===== config.mk =====
export PLATFORM = sky130hd
export DESIGN_NAME = stim_controller_flat
export DESIGN_NICKNAME = d
export VERILOG_FILES = /design/src/rtl/stim_controller_if.sv /design/src/rtl/stim_controller.sv /design/src/flat_wrapper.sv
export SDC_FILE = /design/constraint.sdc
export NUM_CORES = 1
export LEC_CHECK = 0
export BUFFER_PORTS_ARGS = -buffer_cell sky130_fd_sc_hd__buf_2
export CORE_MARGIN = 1.5
export CORE_UTILIZATION = 40
export CTS_BUF_LIST = sky130_fd_sc_hd__clkbuf_4
export DETAILED_ROUTE_END_ITERATION = 8
export PLACE_DENSITY = 0.72
export SYNTH_ARGS = -nofsm -noshare
export SYNTH_HDL_FRONTEND = slang
export SYNTH_SLANG_ARGS = --single-unit
export TNS_END_PERCENT = 1

===== constraint.sdc =====
create_clock -name clk -period 3.3 [get_ports clk]
set_input_delay 0.165 -clock clk [delete_from_list [all_inputs] [get_ports clk]]
set_output_delay 0.165 -clock clk [all_outputs]
set_load 0.02 [all_outputs]

===== src/rtl/stim_controller_if.sv =====
// Feature bus into the stimulation controller: three signed features with
// their one-cycle valid strobes and the runtime thresholds they are judged against.
interface stim_controller_if #(
    parameter int unsigned LL_WIDTH   = 25,
    parameter int unsigned FEAT_WIDTH = 40
);
    logic signed [LL_WIDTH-1:0]   din_ll;
    logic signed [FEAT_WIDTH-1:0] din_ne;
    logic signed [FEAT_WIDTH-1:0] din_ps;
    logic                         data_ready_ll;
    logic                         data_ready_ne;
    logic                         data_ready_ps;
    logic signed [LL_WIDTH-1:0]   thr_ll;
    logic signed [FEAT_WIDTH-1:0] thr_ne;
    logic signed [FEAT_WIDTH-1:0] thr_ps;

    modport master (
        output din_ll, din_ne, din_ps,
        output data_ready_ll, data_ready_ne, data_ready_ps,
        output thr_ll, thr_ne, thr_ps
    );

    modport slave (
        input din_ll, din_ne, din_ps,
        input data_ready_ll, data_ready_ne, data_ready_ps,
        input thr_ll, thr_ne, thr_ps
    );
endinterface


===== src/rtl/stim_controller.sv =====
// Stimulation decision logic: per-feature threshold compare, window alignment,
// M-of-3 vote, consecutive-window detection, then stimulation pulse and refractory hold-off.
module stim_controller #(
    parameter int unsigned LL_WIDTH       = 25,
    parameter int unsigned FEAT_WIDTH     = 40,
    parameter int unsigned VOTE_MIN       = 2,
    parameter int unsigned DETECT_CNT     = 3,
    parameter int unsigned STIM_CYCLES    = 1000,
    parameter int unsigned REFRACT_CYCLES = 5000,
    parameter int unsigned CNT_WIDTH      = 16
) (
    input  logic                 clk,
    input  logic                 rst,
    input  logic                 en,
    stim_controller_if.slave     feat,
    output logic                 stimulation,
    output logic [1:0]           state,
    output logic                 overrun
);

    localparam int unsigned HIT_W     = $clog2(DETECT_CNT + 1);
    localparam bit          FIRE_NOW  = (DETECT_CNT == 1);

    typedef enum logic [1:0] {
        IDLE    = 2'd0,
        ARMED   = 2'd1,
        STIM    = 2'd2,
        REFRACT = 2'd3
    } state_e;

    // Bit order for the per-feature vectors: 0 = ll, 1 = ne, 2 = ps
    logic signed [LL_WIDTH-1:0]   din_ll;
    logic signed [LL_WIDTH-1:0]   thr_ll;
    logic signed [FEAT_WIDTH-1:0] din_ne;
    logic signed [FEAT_WIDTH-1:0] thr_ne;
    logic signed [FEAT_WIDTH-1:0] din_ps;
    logic signed [FEAT_WIDTH-1:0] thr_ps;
    logic [2:0]                   strobe;
    logic [2:0]                   cmp;
    logic [2:0]                   all_hits;
    logic [1:0]                   votes;
    logic                         all_set;

    logic [2:0]           flag_q, flag_d;
    logic [2:0]           hit_q, hit_d;
    logic                 win_valid_q, win_valid_d;
    logic                 win_pos_q, win_pos_d;
    logic                 ovr_q, ovr_d;
    state_e               state_q, state_d;
    logic [CNT_WIDTH-1:0] cnt_q, cnt_d;
    logic [HIT_W-1:0]     hcnt_q, hcnt_d;
    logic [HIT_W-1:0]     hit_inc;

    assign din_ll = feat.din_ll;
    assign thr_ll = feat.thr_ll;
    assign din_ne = feat.din_ne;
    assign thr_ne = feat.thr_ne;
    assign din_ps = feat.din_ps;
    assign thr_ps = feat.thr_ps;

    assign strobe   = {feat.data_ready_ps, feat.data_ready_ne, feat.data_ready_ll} & {3{~en}};
    assign cmp      = {(din_ps > thr_ps), (din_ne > thr_ne), (din_ll > thr_ll)};
    assign all_hits = hit_q;
    assign votes    = 2'(all_hits[0]) + 2'(all_hits[1]) + 2'(all_hits[2]);
    assign all_set  = &flag_q;
    assign hit_inc  = hcnt_q + HIT_W'(1);

    // Window collection: latch per-feature hits, close the window once all three arrived
    always_comb begin
        flag_d      = flag_q;
        hit_d       = hit_q;
        win_valid_d = win_valid_q;
        win_pos_d   = win_pos_q;
        ovr_d       = 1'b0;
        if (!en) begin
            win_valid_d = all_set;
            if (all_set) begin
                flag_d    = '0;
                win_pos_d = (votes >= 2'(VOTE_MIN));
            end
            // A strobe in the clearing cycle opens the next window instead of being dropped
            for (int i = 0; i < 3; i++) begin
                if (strobe[i]) begin
                    hit_d[i]  = cmp[i];
                    flag_d[i] = 1'b1;
                    if (flag_q[i] && !all_set) begin
                        ovr_d = 1'b1;
                    end
                end
            end
        end
    end

    // Detection / stimulation / refractory sequencing, advanced by closed windows
    always_comb begin
        state_d = state_q;
        cnt_d   = cnt_q;
        hcnt_d  = hcnt_q;
        if (!en) begin
            case (state_q)
                IDLE: begin
                    if (win_valid_q && win_pos_q) begin
                        cnt_d = '0;
                        if (FIRE_NOW) begin
                            state_d = STIM;
                            hcnt_d  = '0;
                        end else begin
                            state_d = ARMED;
                            hcnt_d  = HIT_W'(1);
                        end
                    end
                end
                ARMED: begin
                    if (win_valid_q) begin
                        cnt_d = '0;
                        if (!win_pos_q) begin
                            state_d = IDLE;
                            hcnt_d  = '0;
                        end else if (hit_inc == HIT_W'(DETECT_CNT)) begin
                            state_d = STIM;
                            hcnt_d  = '0;
                        end else begin
                            hcnt_d  = hit_inc;
                        end
                    end
                end
                STIM: begin
                    if (cnt_q == CNT_WIDTH'(STIM_CYCLES - 1)) begin
                        state_d = REFRACT;
                        cnt_d   = '0;
                    end else begin
                        cnt_d   = cnt_q + CNT_WIDTH'(1);
                    end
                end
                REFRACT: begin
                    if (cnt_q == CNT_WIDTH'(REFRACT_CYCLES - 1)) begin
                        state_d = IDLE;
                        cnt_d   = '0;
                        hcnt_d  = '0;
                    end else begin
                        cnt_d   = cnt_q + CNT_WIDTH'(1);
                    end
                end
                default: begin
                    state_d = IDLE;
                    cnt_d   = '0;
                    hcnt_d  = '0;
                end
            endcase
        end
    end

    // State and datapath registers
    always_ff @(posedge clk or negedge rst) begin
        if (!rst) begin
            flag_q      <= '0;
            hit_q       <= '0;
            win_valid_q <= 1'b0;
            win_pos_q   <= 1'b0;
            ovr_q       <= 1'b0;
            state_q     <= IDLE;
            cnt_q       <= '0;
            hcnt_q      <= '0;
        end else begin
            flag_q      <= flag_d;
            hit_q       <= hit_d;
            win_valid_q <= win_valid_d;
            win_pos_q   <= win_pos_d;
            ovr_q       <= ovr_d;
            state_q     <= state_d;
            cnt_q       <= cnt_d;
            hcnt_q      <= hcnt_d;
        end
    end

    // Stimulation is a pure decode of the state register, gated off while frozen
    assign stimulation = (state_q == STIM) && !en;
    assign state       = state_q;
    assign overrun     = ovr_q;

endmodule


===== src/flat_wrapper.sv =====
// flat-port wrapper written by rule: the top's interface ports become plain ports
module stim_controller_flat 
#(
    parameter int unsigned LL_WIDTH       = 25,
    parameter int unsigned FEAT_WIDTH     = 40,
    parameter int unsigned VOTE_MIN       = 2,
    parameter int unsigned DETECT_CNT     = 3,
    parameter int unsigned STIM_CYCLES    = 1000,
    parameter int unsigned REFRACT_CYCLES = 5000,
    parameter int unsigned CNT_WIDTH      = 16
)
  (clk, rst, en, stimulation, state, overrun, feat_din_ll, feat_din_ne, feat_din_ps, feat_data_ready_ll, feat_data_ready_ne, feat_data_ready_ps, feat_thr_ll, feat_thr_ne, feat_thr_ps);
  stim_controller_if #(.LL_WIDTH(LL_WIDTH), .FEAT_WIDTH(FEAT_WIDTH)) feat_i ();
  input  logic clk;
  input  logic rst;
  input  logic en;
  output logic stimulation;
  output logic [1:0] state;
  output logic overrun;
  input wire logic [$bits(feat_i.din_ll)-1:0] feat_din_ll;
  input wire logic [$bits(feat_i.din_ne)-1:0] feat_din_ne;
  input wire logic [$bits(feat_i.din_ps)-1:0] feat_din_ps;
  input wire logic [$bits(feat_i.data_ready_ll)-1:0] feat_data_ready_ll;
  input wire logic [$bits(feat_i.data_ready_ne)-1:0] feat_data_ready_ne;
  input wire logic [$bits(feat_i.data_ready_ps)-1:0] feat_data_ready_ps;
  input wire logic [$bits(feat_i.thr_ll)-1:0] feat_thr_ll;
  input wire logic [$bits(feat_i.thr_ne)-1:0] feat_thr_ne;
  input wire logic [$bits(feat_i.thr_ps)-1:0] feat_thr_ps;
  assign feat_i.din_ll = feat_din_ll;
  assign feat_i.din_ne = feat_din_ne;
  assign feat_i.din_ps = feat_din_ps;
  assign feat_i.data_ready_ll = feat_data_ready_ll;
  assign feat_i.data_ready_ne = feat_data_ready_ne;
  assign feat_i.data_ready_ps = feat_data_ready_ps;
  assign feat_i.thr_ll = feat_thr_ll;
  assign feat_i.thr_ne = feat_thr_ne;
  assign feat_i.thr_ps = feat_thr_ps;
  stim_controller #(.LL_WIDTH(LL_WIDTH), .FEAT_WIDTH(FEAT_WIDTH), .VOTE_MIN(VOTE_MIN), .DETECT_CNT(DETECT_CNT), .STIM_CYCLES(STIM_CYCLES), .REFRACT_CYCLES(REFRACT_CYCLES), .CNT_WIDTH(CNT_WIDTH)) u_core (.clk(clk), .rst(rst), .en(en), .feat(feat_i), .stimulation(stimulation), .state(state), .overrun(overrun));
endmodule

==> reports/results.tsv <==
stage	metric	value	unit
timing	tightest_slew	0.663	ns
place	port_buffers	219	
detailed_routing	wl_per_cell	12.7	um
critical_path	cpPeakStageDelay	0.45	ns
critical_path	ff2ff_path_depth	7	
global_routing	antenna_found_initial	1	
critical_path	crit_path_end_kind	flop	
global_routing	grt_use_total	20.3	%
timing	fmax	425	MHz
synthesis	syn_area_per_cell	7.96	sq um
layout	fill_cells	1001	
clocking	clkTransAtPathRegs	0.10	ns
detailed_routing	dr_total_vias	4472	
timing	min_period	2.35	ns
critical_path	worstSetupPathType	flop to flop	
critical_path	crit_chain	ha_1 > and4_1 > nand3_1 > o21ai_2 > and2b_1 > and2_1 > mux2_1	
detailed_routing	drt_iter0_markers	98	
synthesis	synth.distinct_cells	54	
clocking	numCtsBuffers	5	
timing	timing.final.crit_share	71.3	%
layout	area_growth	31.4	%
critical_path	start_kind	flop	
floorplanning	ios	220	
floorplanning	die_area	0.0111	sq mm
detailed_routing	drtPass1Iterations	4	
timing	slew_headroom	55.8	%
clocking	cts.sinks	29	
synthesis	synth_cells	525	
job	drv_cap	0	
clocking	cts-root-buf	clkbuf_4	
status	outcome	finished, final reports clean	
timing	fin_setup_tns	0	ns
clocking	htree_levels	2	
timing	hold_viol	0	
synthesis	ys_async_sr_fraction	100	%
global_routing	gr-total-overflow	0	
clocking	cts_buffer_depth	2	
timing	grt_setup_unrepaired	no	
detailed_routing	ant_nets	0	
synthesis	yosys_warnings	0	
place	dp_hpwl	10400	um
clocking	post-cts-setup-buffers	0	
global_routing	grt_pass1_wl	18700	um
synthesis	syn_area	0.00418	sq mm
worst_hold_path	hold_depth	2	
floorplanning	placementRows	37	
timing	skew	0.0144	ns
synthesis	synth_edf_count	0	
synthesis	ys.flop_type	dfrtp_1	
synthesis	yosysSeqAreaShare	17.4	%
critical_path	worstPathArrival	2.55	ns
worst_hold_path	hold_class	input pin to flop	
place	place.gp.congestion	0.865	
detailed_routing	drc_errors	0	
layout	nNetsFinal	1071	
pwr	pwr_density_cell	238	mW/mm^2
synthesis	synth_seq_cells	29	
floorplanning	core_area	0.0102	sq mm
place	dp_slack	0.969	ns
layout	layout_common_cells	219 x buf_2, 108 x inv_1, 107 x ha_1	
critical_path	reg2reg_from	u_core.cnt_q[0]$_DFFE_PN0P_	
worst_hold_path	min_from	en	
detailed_routing	drt-total-wl	11300	um
critical_path	crit_start	u_core.cnt_q[0]$_DFFE_PN0P_	
critical_path	critPathSlowestCell	and2b_1	
floorplanning	fp.dieW	105	um
synthesis	synth.net_count	848	
detailed_routing	via_per_inst	5.05	
timing	finalMaxSlewViolations	0	
global_routing	grt_max_degree	30	
pwr	p_total	1.31	mW
floorplanning	start_util	40.8	%
global_routing	grt_pass1_vias	4514	
clocking	cts_tree	built	
layout	drive_gt1_share	31.9	%
pwr	peakVddDrop	0.176	mV
critical_path	crit_required	3.50	ns
pwr	leakagePower	3.27	nW
clocking	clock_latency	0.33	ns
floorplanning	fp.dieH	105	um
critical_path	crit_fanout	14	
layout	final_common_cell	buf_2	
timing	setup_violations	0	
timing	finalWorstSetupSlack	0.948	ns
[routing by layer]
metal / wire (um) / track usage [%]
met1: 4490 / 21.7
met2: 6070 / 41.0
met3: 534 / 3.28
met4: 187 / 4.70
met5: 0 / 0
[synthesized netlist by cell type (3+ instances only)]
| cell | count | area, sq um |
|---|---|---|
| nand2b_1 | 6 | 37.5 |
| inv_1 | 108 | 405 |
| a211oi_1 | 4 | 30.0 |
| o31ai_1 | 4 | 30.0 |
| a31oi_1 | 7 | 43.8 |
| o21ai_0 | 11 | 55.1 |
| nor2b_1 | 10 | 62.6 |
| a21oi_1 | 41 | 205 |
| o21a_1 | 6 | 45.0 |
| nand3_1 | 14 | 70.1 |
| nor3_1 | 7 | 35.0 |
| and4_1 | 3 | 26.3 |
| a21o_1 | 13 | 97.6 |
| nor2_1 | 28 | 105 |
| nand2_1 | 34 | 128 |
| nand4_1 | 24 | 150 |
| ha_1 | 107 | 1340 |
| o21ai_1 | 11 | 55.1 |
| nand4_2 | 5 | 62.6 |
| dfrtp_1 | 29 | 726 |
| xor2_1 | 8 | 70.1 |
| a21boi_0 | 3 | 22.5 |
[timing repair]
action                    4_1_cts  5_1_grt
gates resized for setup         0        0
hold buffers                    1        0
hold endpoints to repair       29        0
[worst max-delay path: cells and delay by family, from the launching register on]
family | cells | cell delay, ns
adders and majority gates | 1 | 0.24
AOI/OAI and AO/OA | 1 | 0.29
muxes | 1 | 0.33
and+or+nand+nor | 4 | 0.96
DFF | 1 | 0.42
[cell type report]
type                            count  area [sq um]  share of cell area [%]
Antenna cell                        1          2.50                  0.0456
Clock buffer                        5          37.5                   0.683
Clock inverter                      3          17.5                   0.319
Inverter                          108           405                    7.38
Multi-Input combinational cell    384          3030                    55.1
Sequential cell                    29           726                    13.2
Tap cell                          136           170                    3.10
Timing Repair Buffer              220          1110                    20.1
[final timing paths]
path	endpoint	slack (ns)
min in group asynchronous	u_core.cnt_q[4]$_DFFE_PN0P_	0.40
min	u_core.overrun$_DFF_PN0_	0.09
max	flop	0.95
max reg2reg	flop	0.95
max in group asynchronous	u_core.cnt_q[5]$_DFFE_PN0P_	2.46
min reg2reg	u_core.win_valid_q$_DFFE_PN0N_	0.50
[where the power goes]
group | leakage [nW] | switching (mW) | internal [mW]
Sequential | 0.379 | 0.0676 | 0.413
Clock | 0.0310 | 0.129 | 0.0802
Combinational | 2.86 | 0.316 | 0.302
Total | 3.27 | 0.513 | 0.796
[metrics by stage]
| stage | utilization (%) | cells | hold WS [ns] | instance area [sq um] |
|---|---|---|---|---|
| 2_1_floorplan | - | 525 | -0.131 | 4180 |
| 3_3_place_gp | 53.0 | 876 | 0.221 | 5430 |
| 3_5_place_dp | 53.0 | 876 | 0.232 | 5430 |
| 4_1_cts | 53.7 | 885 | 0.0746 | 5490 |
| 5_1_grt | 53.7 | 886 | 0.0787 | 5490 |
| 6_report | 53.7 | 886 | 0.0853 | 5490 |
[flip-flops by register name, summed over array words and instances (netlist names), named ones only]
signal	flops
u_core.all_hits	3
u_core.flag_q	3
u_core.win_valid_q	1
u_core.cnt_q	16
u_core.state	1
u_core.win_pos_q	1
u_core.overrun	1
u_core.hcnt_q	2
[cell families after synthesis]
| group | count (synthesis) | share of synthesized area, % |
|---|---|---|
| buffers and inverters | 112 | 10.2 |
| DFF | 29 | 17.4 |
| xor gates and xnor gates | 10 | 2.10 |
| and+or+nand+nor | 149 | 20.0 |
| muxes | 2 | 0.509 |
| adders and majority gates | 107 | 32.0 |
| AOI/OAI and AO/OA | 116 | 17.8 |
No activity file was read; power rests on OpenSTA's default activity.
